<file path="config.mk">
export PLATFORM = sky130hd
export DESIGN_NAME = demux4_stream
export DESIGN_NICKNAME = d
export VERILOG_FILES = /design/src/rtl/demux_pkg.sv /design/src/rtl/sat_wrap_counter.sv /design/src/rtl/demux4_stream.sv
export SDC_FILE = /design/constraint.sdc
export NUM_CORES = 1
export LEC_CHECK = 0
export ABC_CLOCK_PERIOD_IN_PS = 2360
export CAP_MARGIN = 10
export CORE_MARGIN = 2
export CORE_UTILIZATION = 45
export CTS_BUF_LIST = sky130_fd_sc_hd__clkbuf_4 sky130_fd_sc_hd__clkbuf_8
export DETAILED_ROUTE_END_ITERATION = 16
export PLACE_DENSITY = 0.79
export SLEW_MARGIN = 20
export SYNTH_ARGS = -nofsm -noshare
export SYNTH_HDL_FRONTEND = slang
export SYNTH_SLANG_ARGS = --single-unit
</file>
<file path="constraint.sdc">
create_clock -name clk -period 2.36 [get_ports clk]
set_clock_uncertainty 0.1 [all_clocks]
set_input_delay 0.708 -clock clk [delete_from_list [all_inputs] [get_ports clk]]
set_output_delay 0.708 -clock clk [all_outputs]
set_load 0.01 [all_outputs]
</file>
<file path="src/rtl/demux_pkg.sv">
// demux_pkg: shared state encoding and channel indices for the 1:4 stream demux and 4:1 mux
package demux_pkg;

    localparam logic ST_EMPTY = 1'b0;
    localparam logic ST_FULL  = 1'b1;

    localparam logic [1:0] CH_A = 2'd0;
    localparam logic [1:0] CH_B = 2'd1;
    localparam logic [1:0] CH_C = 2'd2;
    localparam logic [1:0] CH_D = 2'd3;

    function automatic logic [3:0] ch_onehot(input logic [1:0] sel);
        return 4'b0001 << sel;
    endfunction

endpackage

</file>
<file path="src/rtl/sat_wrap_counter.sv">
// sat_wrap_counter: CW-bit enable counter that wraps to zero, async active-high reset
module sat_wrap_counter #(
    parameter int CW = 8
) (
    input  logic          clk,
    input  logic          rst,
    input  logic          en,
    output logic [CW-1:0] q
);

    // count one per enabled cycle, natural modulo-2^CW wrap
    always_ff @(posedge clk or posedge rst)
        if (rst)
            q <= '0;
        else if (en)
            q <= q + 1'b1;

endmodule

</file>
<file path="src/rtl/demux4_stream.sv">
// demux4_stream: one-slot registered 1:4 stream demux with per-channel delivery counters
module demux4_stream
    import demux_pkg::*;
#(
    parameter int W  = 8,
    parameter int CW = 8
) (
    input  logic          clk,
    input  logic          rst,
    input  logic          in_valid,
    output logic          in_ready,
    input  logic [W-1:0]  in_data,
    input  logic          s1,
    input  logic          s0,
    output logic          a_valid,
    output logic          b_valid,
    output logic          c_valid,
    output logic          d_valid,
    input  logic          a_ready,
    input  logic          b_ready,
    input  logic          c_ready,
    input  logic          d_ready,
    output logic [W-1:0]  a_data,
    output logic [W-1:0]  b_data,
    output logic [W-1:0]  c_data,
    output logic [W-1:0]  d_data,
    output logic [CW-1:0] cnt_a,
    output logic [CW-1:0] cnt_b,
    output logic [CW-1:0] cnt_c,
    output logic [CW-1:0] cnt_d
);

    logic         st;
    logic [W-1:0] slot_data;
    logic [1:0]   slot_sel;
    logic [3:0]   rdy;
    logic [3:0]   vld;
    logic         drain;
    logic         accept;

    // drain needs a full slot and the addressed consumer; ready on other channels is ignored
    always_comb begin
        rdy      = {d_ready, c_ready, b_ready, a_ready};
        vld      = (st == ST_FULL) ? ch_onehot(slot_sel) : 4'b0000;
        drain    = (st == ST_FULL) & rdy[slot_sel];
        in_ready = (st == ST_EMPTY) | rdy[slot_sel];
        accept   = in_valid & in_ready;
    end

    // channel outputs decode from registered state only; idle channels read zero
    always_comb begin
        {d_valid, c_valid, b_valid, a_valid} = vld;
        a_data = vld[CH_A] ? slot_data : '0;
        b_data = vld[CH_B] ? slot_data : '0;
        c_data = vld[CH_C] ? slot_data : '0;
        d_data = vld[CH_D] ? slot_data : '0;
    end

    // slot fills on accept (overwriting in the drain cycle), empties on a lone drain, else holds
    always_ff @(posedge clk or posedge rst)
        if (rst) begin
            st        <= ST_EMPTY;
            slot_data <= '0;
            slot_sel  <= CH_A;
        end else if (accept) begin
            st        <= ST_FULL;
            slot_data <= in_data;
            slot_sel  <= {s1, s0};
        end else if (drain) begin
            st        <= ST_EMPTY;
        end

    sat_wrap_counter #(.CW(CW)) u_cnt_a (
        .clk (clk),
        .rst (rst),
        .en  (drain & (slot_sel == CH_A)),
        .q   (cnt_a)
    );

    sat_wrap_counter #(.CW(CW)) u_cnt_b (
        .clk (clk),
        .rst (rst),
        .en  (drain & (slot_sel == CH_B)),
        .q   (cnt_b)
    );

    sat_wrap_counter #(.CW(CW)) u_cnt_c (
        .clk (clk),
        .rst (rst),
        .en  (drain & (slot_sel == CH_C)),
        .q   (cnt_c)
    );

    sat_wrap_counter #(.CW(CW)) u_cnt_d (
        .clk (clk),
        .rst (rst),
        .en  (drain & (slot_sel == CH_D)),
        .q   (cnt_d)
    );

endmodule
</file>
==> metrics.cfg, run 1 <==
[global_route]
groute.usage.overall_pct = 20.6
grt_pass1_wl_mm = 8.50
grt_pass1_vias = 1836
grt.overflow.total = 0
grt_max_degree = 18
antenna_found_initial = 0

[clocking]
cts_hold_buf = 0
cts_buffers = 5
htreeDepth = 2
clk_pin_slew_ns = 0.08
root_buffer = clkbuf_8
cts_tree = yes
clock_sinks = 43
clk_latency_ns = 0.29
clk_path_buf_depth = 2

[flow_run]
maxCapViolCount = 0

[layout]
nFillCells = 356
nNetsFinal = 331
fin_cells = 364
syn_to_final_growth_pct = 54.2
final_cell_mix = 44 x clkdlybuf4s50_1, 41 x dfrtp_1, 32 x and2_1
drive_gt1_share_pct = 27.4
final_cell_area_um2 = 3320
antennaDiodeCount = 0
layout_commonest_cell = clkdlybuf4s50_1

[worst_setup_path]
cp-end-kind = output port
crit_top_cell = buf_6
crit_fanout = 6
critPathMaxStageDelay_ns = 0.46
r2r_setup_slack_ns = 0.40
cp_slowest_cell = dfrtp_2
start_kind = flip-flop
cp.required_ns = 1.55
cp_cell_sequence = buf_6 -> mux2_4 -> o22a_1 -> buf_6
crit_type = flip-flop to output port
crit_arrival_ns = 1.57

[pwr]
ir_drop_v = 0.000765
power_leakage_nw = 1.62
p_per_area_nw_per_um2 = 902

[logic_synthesis]
async_reset_ff_share_pct = 100
synth_edf_count = 0
synth-simple-area-share_pct = 22.9
avgSynthCellArea_um2 = 11.0
ys_types = 26
ys.flop_type = dfrtp_1
synth_compound_area_share_pct = 2.96
synth_top_family_by_area = simple AND/OR/NAND/NOR gates
syn-num-nets = 217
synth_cells = 196
synth_fa_ha_area_share_pct = 2.32
synth_area_leaders = dfrtp_1 50%, and2_1 9.3%, xor2_1 8.5%
synth-xor-area-share_pct = 11.4
ys_ff_latch = 43
yosysWarningCount = 0
synth_area_um2 = 2150
synth_top_area_cell = dfrtp_1
ys_seq_area_share_pct = 49.9
synthMuxAreaShare_pct = 7.84
synth_top_cell_area_share_pct = 49.9

[routing]
wl_per_cell_um = 14.3
drt_iter0_drc = 48
finalWirelength_mm = 5.19
drcViolationCount = 0
routed_via_density = 4.99
dr.pass1.iters = 4
num_vias = 1818
ant_nets = 0

[floorplanning]
die_height_um = 73.2
die_area_um2 = 5360
start_util_pct = 46.2
num_rows = 25
die_x_um = 73.2
ios = 86
core_area_um2 = 4660

[sta]
slew_headroom_pct = 76.3
fmax_mhz = 421
worst_slew_pin_slew_ns = 0.356
rsz0062_at_grt = yes
slew_viol_final = 0
finalCriticalPeriod_ns = 2.37
finalCritPeriodShare_pct = 101
hold_viol = 0
setup_viol_count_final = 1
worst_slack_ns = -0.0146

[placed_design]
dpl_cell_area_um2 = 3190
gp_congestion = 0.780
portBuffers = 85
placed_cells = 349
dp_hpwl_mm = 3.77

[outcome]
violations = setup timing
status = complete, but fails checks

[min_path]
hold_class = flip-flop to flip-flop

[cells in the mapped netlist, drive strengths merged (2+ instances only)]
library cell  instances
dfrtp                43
nand2                10
nand2b                2
nor3                  9
xnor2                 7
mux2                 15
and2                 32
nor2                 12
inv                   6
xor2                 21
nand4b                2
clkbuf                2
buf                   4
ha                    4
nor4                  4
nand3                12
and3                  2
o21ai                 2
[what timing repair did]
action,in CTS,in global routing
pin swaps,2,2
gates cloned,1,1
endpoints found under the setup margin,37,22
setup buffers,5,1
resized for setup,99,32
[metrics by stage]
| step | setup TNS [ns] | power, mW | worst slack, ns | hold slack, ns | utilization [%] |
|---|---|---|---|---|---|
| global placement | -2.61 | 2.39 | -0.631 | 0.354 | 68.4 |
| CTS | -0.122 | 3.00 | -0.0372 | 0.371 | 71.4 |
| floorplan | 0 | 1.71 | 0.269 | 0.404 | - |
| finish | -0.0146 | 2.99 | -0.0146 | 0.364 | 71.3 |
| detailed placement | -3.18 | 2.44 | -0.688 | 0.359 | 68.4 |
| global route | -0.491 | 3.18 | -0.0605 | 0.388 | 71.3 |
[registers in the layout, summed over array words and instances, names as in the netlist]
| name | flops |
|---|---|
| slot_data | 8 |
| u_cnt_a.q | 8 |
| u_cnt_b.q | 8 |
| u_cnt_c.q | 8 |
| u_cnt_d.q | 8 |
| slot_sel | 2 |
| st | 1 |
[worst paths after layout]
| check | to | depth (start not counted) | start |
|---|---|---|---|
| setup / recovery | in_ready | 4 | slot_sel[0]$_DFFE_PP0P_ |
| hold reg to reg | u_cnt_b.q[7]$_DFFE_PP0P_ | 1 | u_cnt_b.q[7]$_DFFE_PP0P_ |
| min in group asynchronous | u_cnt_c.q[7]$_DFFE_PP0P_ | 2 | rst |
| max in group asynchronous | slot_sel[0]$_DFFE_PP0P_ | 3 | rst |
| hold / removal | u_cnt_b.q[7]$_DFFE_PP0P_ | 1 | u_cnt_b.q[7]$_DFFE_PP0P_ |
| setup reg to reg | slot_data[0]$_DFFE_PP0P_ | 5 | slot_sel[0]$_DFFE_PP0P_ |
[layer usage]
layer  share of wire [%]  GRT usage [%]  wire length, um
met2                  48           33.9             2500
met5                   0              0                0
met3                 6.8           5.94              351
met1                  44           26.2             2280
met4                 1.1           5.97               56
[final cells by class]
class | instances | area (um2) | share of cell area [%]
multi-input combinational | 141 | 1050 | 31.7
inverter | 6 | 22.5 | 0.678
sequential | 43 | 1080 | 32.5
tap | 54 | 67.6 | 2.03
timing repair buffer | 113 | 995 | 29.9
clock buffer | 6 | 76.3 | 2.30
clock inverter | 1 | 30.0 | 0.904
[cells by family (layout without fill, tap and decap cells)]
group,Yosys count,count (layout)
AND/OR/NAND/NOR,88,88
multiplexers,15,15
adder cells (fa/ha/maj),4,4
buffers and inverters,12,126
flip-flops,43,43
AO/OA/AOI/OAI,6,6
XOR/XNOR,28,28
[where the power goes]
part	leakage, nW	internal (mW)	total [mW]	switching, mW
Sequential	0.539	0.930	1.16	0.233
Clock	0.0547	0.322	0.554	0.232
Combinational	1.02	0.749	1.28	0.529
[critical path, delay by kind of cell, from the launching register on]
family | cells | cell delay [ns]
compound gates | 1 | 0.24
buf+inv | 2 | 0.29
flops | 1 | 0.46
mux | 1 | 0.30
No activity file was read; power rests on OpenSTA's default activity.
==> run 2, diff against run 1 <==
CORE_ASPECT_RATIO = 0.6   (was unset)
==> metrics.cfg, run 2 (synthesis results as in run 1) <==
[routing]
drt_iter0_drc = 49  ; +2.1%
num_vias = 1890  ; +4.0%
routed_via_density = 4.97  ; -0.42%
dr.pass1.iters = 4  ; unchanged
drcViolationCount = 0  ; unchanged
finalWirelength_mm = 5.48  ; +5.6%
ant_nets = 0  ; unchanged
wl_per_cell_um = 14.4  ; +1.2%

[global_route]
grt_pass1_wl_mm = 8.80  ; +3.5%
grt.overflow.total = 0  ; unchanged
grt_max_degree = 23  ; +5
grt_pass1_vias = 1847  ; +0.60%
groute.usage.overall_pct = 20.8  ; +0.27 points
antenna_found_initial = 0  ; unchanged

[sta]
hold_viol = 0  ; unchanged
finalCriticalPeriod_ns = 2.38  ; +0.00363 ns
slew_headroom_pct = 68.8  ; -7.5 points
finalCritPeriodShare_pct = 101  ; +0.15 points
worst_slack_ns = -0.0182  ; -0.00363 ns
fmax_mhz = 420  ; -0.15%
setup_viol_count_final = 1  ; unchanged
slew_viol_final = 0  ; unchanged
rsz0062_at_grt = yes
worst_slew_pin_slew_ns = 0.467  ; +0.111 ns

[layout]
drive_gt1_share_pct = 28.7  ; +1.3 points
fin_cells = 380  ; +4.4%
nNetsFinal = 337  ; +1.8%
nFillCells = 339  ; -4.8%
final_cell_mix = 44 x clkdlybuf4s50_1, 41 x dfrtp_1, 32 x and2_1
syn_to_final_growth_pct = 56.4
post-route-util_pct = 73.4  ; +2.2 points
final_cell_area_um2 = 3370  ; +1.4%
layout_commonest_cell = clkdlybuf4s50_1
antennaDiodeCount = 0  ; unchanged

[worst_setup_path]
crit_arrival_ns = 1.57  ; about the same
cp.required_ns = 1.55  ; about the same
crit_fanout = 2  ; -4
crit_type = primary input to output port
start_kind = primary input
cp-end-kind = output port

[pwr]
p_per_area_nw_per_um2 = 889  ; -1.4%
power_mw = 2.99  ; about the same
power_leakage_nw = 1.66  ; +2.8%
ir_drop_v = 0.000507  ; -34%

[clocking]
clk_pin_slew_ns = 0.08  ; about the same
cts_hold_buf = 0  ; unchanged
clk_latency_ns = 0.28  ; about the same
clk_path_buf_depth = 2  ; unchanged
htreeDepth = 2  ; unchanged
clock_sinks = 43  ; unchanged
cts_tree = yes
cts_buffers = 5  ; unchanged
root_buffer = clkbuf_8

[floorplanning]
ios = 86  ; unchanged
die_area_um2 = 5380  ; +0.34%
die_height_um = 57.6  ; -21%
num_rows = 19  ; -24%
core_area_um2 = 4590  ; -1.6%
die_x_um = 93.3  ; +28%
start_util_pct = 47.0  ; +0.73 points

[placed_design]
dpl_cell_area_um2 = 3240  ; +1.5%
portBuffers = 85  ; unchanged
gp_congestion = 0.860  ; +10%
preCtsSetupSlack_ns = -0.645  ; +0.0430 ns
dp_hpwl_mm = 3.85  ; +2.1%
placed_cells = 361  ; +3.4%

[min_path]
hold_class = flip-flop to flip-flop

[outcome]
violations = setup timing
status = complete, but fails checks

[flow_run]
maxCapViolCount = 0  ; unchanged

==> run 2: report_power, final <==
part           internal (mW)  switching [mW]  leakage, nW
Combinational          0.765           0.543         1.07
Sequential             0.930           0.239        0.539
Clock                  0.279           0.238       0.0549
Total                   1.97            1.02         1.66
==> run 2: repair_timing <==
action / 4_1_cts / 5_1_grt
buffers inserted: 7 / 3
pin swaps: 1 / 2
gates cloned: 1 / 1
gates resized for setup: 64 / 49
endpoints found under the setup margin: 37 / 25
==> run 2: layout make-up <==
class	count	area (um2)	area share, %
Tap cell	63	78.8	2.34
Timing Repair Buffer	118	1010	30.1
Inverter	6	22.5	0.668
Multi-Input combinational cell	142	1070	31.8
Clock buffer	8	104	3.08
Sequential cell	43	1080	32.0
==> run 2: stage by stage <==
| stage | hold WS, ns | TNS [ns] |
|---|---|---|
| final | 0.367 | -0.0182 |
| after global routing | 0.390 | -0.0653 |
| after CTS | 0.376 | -0.0730 |
| after detailed placement | 0.364 | -2.47 |
| after global placement | 0.356 | -2.36 |
| after floorplan | 0.404 | 0 |
==> run 2: worst paths after layout <==
path | startpoint | end | slack [ns] | depth (start not counted)
worst max-delay path | a_ready | in_ready | -0.02 | 4
worst min-delay path | u_cnt_b.q[7]$_DFFE_PP0P_ | u_cnt_b.q[7]$_DFFE_PP0P_ | 0.37 | 1
worst max register to register | slot_sel[0]$_DFFE_PP0P_ | slot_data[0]$_DFFE_PP0P_ | 0.30 | 6
worst min register to register | u_cnt_b.q[7]$_DFFE_PP0P_ | u_cnt_b.q[7]$_DFFE_PP0P_ | 0.37 | 1
max in group asynchronous | rst | st$_DFFE_PP0P_ | 1.02 | 3
min in group asynchronous | rst | u_cnt_a.q[1]$_DFFE_PP0P_ | 0.65 | 2
==> run 2: per-layer routing <==
metal | vias to the layer above | GRT usage, % | share of wire [%]
met3 | 6 | 6.61 | 7.3
met2 | 85 | 32.2 | 45
li1 | 897 | - | -
met4 | 0 | 2.52 | 0.35
met5 | - | 0 | 0
met1 | 902 | 30.0 | 48
==> run 2: worst max-delay path: stages <==
cell and delay (ns):
clkdlybuf4s15_1 0.19, mux2_4 0.28, o22a_1 0.23, buf_2 0.15
==> run 3, diff against run 2 <==
CTS_CLUSTER_SIZE = 8   (was unset)
PLACE_DENSITY = 0.84   (was 0.79)
==> metrics.cfg, run 3 (synthesis results as in run 1) <==
[pwr]
ir_drop_v = 0.000460  ; -9.2%
clkPwrFrac_pct = 17.5  ; +0.2 points
switching_share_pct = 34.5  ; +0.42 points
seqPwrFrac_pct = 39.8  ; +0.8 points
p_per_area_nw_per_um2 = 893  ; +0.54%
p_comb_share_pct = 42.7  ; -1.0 points
power_leakage_nw = 1.65  ; -0.37%
p_int_mw = 1.93  ; -2.1%
switchingPower_mw = 1.02  ; -0.29%

[placed_design]
dpl_cell_area_um2 = 3240  ; unchanged
dp_hpwl_mm = 3.93  ; +2.1%
gp_congestion = 0.859  ; about the same
portBuffers = 85  ; unchanged

[global_route]
top_usage_layer = met2
grt.overflow.total = 0  ; unchanged
use_met2_pct = 30.5  ; -1.6 points
grt_max_degree = 44  ; +91%
antenna_found_initial = 0  ; unchanged
grt_util_met3_pct = 9.38  ; +2.8 points
grt_pass1_wl_mm = 8.46  ; -3.8%
grt_pass1_vias = 1775  ; -3.9%
met1_usage_pct = 28.8  ; -1.2 points
groute.usage.overall_pct = 21.3  ; +0.42 points

[clocking]
root_buffer = clkbuf_8
cts_buffers = 5  ; unchanged
clock_sinks = 43  ; unchanged
htreeDepth = 2  ; unchanged
clk_pin_slew_ns = 0.08  ; about the same
clk_path_buf_depth = 2  ; unchanged
cts_tree = yes
clk_latency_ns = 0.30  ; +0.02 ns

[floorplanning]
ios = 86  ; unchanged
die_area_um2 = 5380  ; unchanged
start_util_pct = 47.0  ; unchanged
die_x_um = 93.3  ; unchanged
num_rows = 19  ; unchanged
core_area_um2 = 4590  ; unchanged
die_height_um = 57.6  ; unchanged

[routing]
finalWirelength_mm = 5.27  ; -3.9%
routed_via_density = 4.86  ; -2.3%
wl_per_cell_um = 14.1  ; -2.1%
ant_nets = 0  ; unchanged
dr.pass1.iters = 4  ; unchanged
drcViolationCount = 0  ; unchanged
drt_iter0_drc = 60  ; +22%
num_vias = 1813  ; -4.1%

[sta]
finalCriticalPeriod_ns = 2.31  ; -0.0716 ns
worst_slew_pin_slew_ns = 0.379  ; -0.0885 ns
finalCritPeriodShare_pct = 97.7  ; -3.0 points
fmax_mhz = 434  ; +3.1%
fin_hold_ws_ns = 0.364  ; -0.00296 ns
setup_tns_ns = 0  ; +0.0182 ns
slew_viol_final = 0  ; unchanged
slew_headroom_pct = 74.5  ; +5.7 points
setup_viol_count_final = 0  ; -1
hold_viol = 0  ; unchanged
rsz0062_at_grt = yes

[worst_setup_path]
cp-end-kind = output port
crit_fanout = 2  ; unchanged
cp_cell_sequence = dlymetal6s2s_1 -> mux2_4 -> o22a_1 -> buf_6
cp.required_ns = 1.55  ; about the same
critPathMaxStageDelay_ns = 0.27  ; about the same
crit_type = primary input to output port
crit_arrival_ns = 1.50  ; -0.07 ns
reg2reg_depth = 4  ; -2
start_kind = primary input
cp_slowest_cell = mux2_4

[min_path]
holdPathStages = 1  ; unchanged
hold_class = flip-flop to flip-flop

[outcome]
status = finished clean

[flow_run]
maxCapViolCount = 0  ; unchanged

[layout]
final_cell_mix = 44 x clkdlybuf4s50_1, 41 x dfrtp_1, 31 x and2_1
post-route-util_pct = 71.9  ; -1.5 points
final_cell_area_um2 = 3300  ; -2.0%
syn_to_final_growth_pct = 53.2
antennaDiodeCount = 0  ; unchanged
layout_commonest_cell = clkdlybuf4s50_1
nNetsFinal = 330  ; -2.1%
drive_gt1_share_pct = 27.4  ; -1.3 points
nFillCells = 354  ; +4.4%

run 3: cell count changes in the layout (fill, tap and decap cells not counted), sizes merged, moves of 2 or more:
cell / change
buf: +3
clkbuf: -6
clkdlybuf4s15: -7
dlymetal6s2s: +2
run 3: layer usage:
metal	share of wire, %	vias to the layer above
met4	1.1	0
met3	7.9	6
li1	-	881
met1	46	857
met5	0	-
met2	45	69
run 3: final timing paths:
| check | startpoint | endpoint | slack (ns) |
|---|---|---|---|
| worst max-delay path | a_ready | in_ready | 0.05 |
| worst min-delay path | u_cnt_b.q[7]$_DFFE_PP0P_ | u_cnt_b.q[7]$_DFFE_PP0P_ | 0.36 |
| worst max register to register | slot_sel[0]$_DFFE_PP0P_ | slot_data[7]$_DFFE_PP0P_ | 0.51 |
| worst min register to register | u_cnt_b.q[7]$_DFFE_PP0P_ | u_cnt_b.q[7]$_DFFE_PP0P_ | 0.36 |
| max in group asynchronous | rst | slot_sel[0]$_DFFE_PP0P_ | 1.29 |
| min in group asynchronous | rst | slot_data[5]$_DFFE_PP0P_ | 0.65 |
run 3: cell type report:
cell class | count | area (um2) | area share, %
clock buffers | 7 | 96.3 | 2.92
clock inverters | 1 | 7.51 | 0.227
inverters | 6 | 22.5 | 0.682
multi-input cells | 141 | 1050 | 32.0
flip-flops and latches | 43 | 1080 | 32.7
well taps | 63 | 78.8 | 2.39
repair buffers | 112 | 962 | 29.2
run 3: timing repair:
item                                    4_1_cts  5_1_grt
pin swaps                                     0        1
setup buffers                                 3        1
gates resized for setup                      80       41
hold buffers                                  0        0
gates cloned                                  0        0
endpoints found under the setup margin       37       26
run 3: worst max-delay path: cells and delay by family:
kind / cells / cell delay, ns
AOI/OAI and AO/OA: 1 / 0.25
muxes: 1 / 0.27
buffers and inverters: 2 / 0.27
run 3: power groups by stage:
stage | sequential, mW | clock (mW) | combinational [mW]
detailed placement | 1.18 | 0 | 1.28
finish | 1.17 | 0.517 | 1.26
global route | 1.22 | 0.574 | 1.36
floorplan | 1.17 | 0 | 0.538
global placement | 1.17 | 0 | 1.25
CTS | 1.17 | 0.531 | 1.25
run 3: through the flow:
step | instances | worst slack (ns) | total power [mW]
after global routing | 373 | -0.00730 | 3.15
after detailed placement | 361 | -0.610 | 2.46
after floorplan | 196 | 0.269 | 1.71
final | 373 | 0.0534 | 2.95
after global placement | 361 | -0.629 | 2.42
after CTS | 372 | -0.223 | 2.95
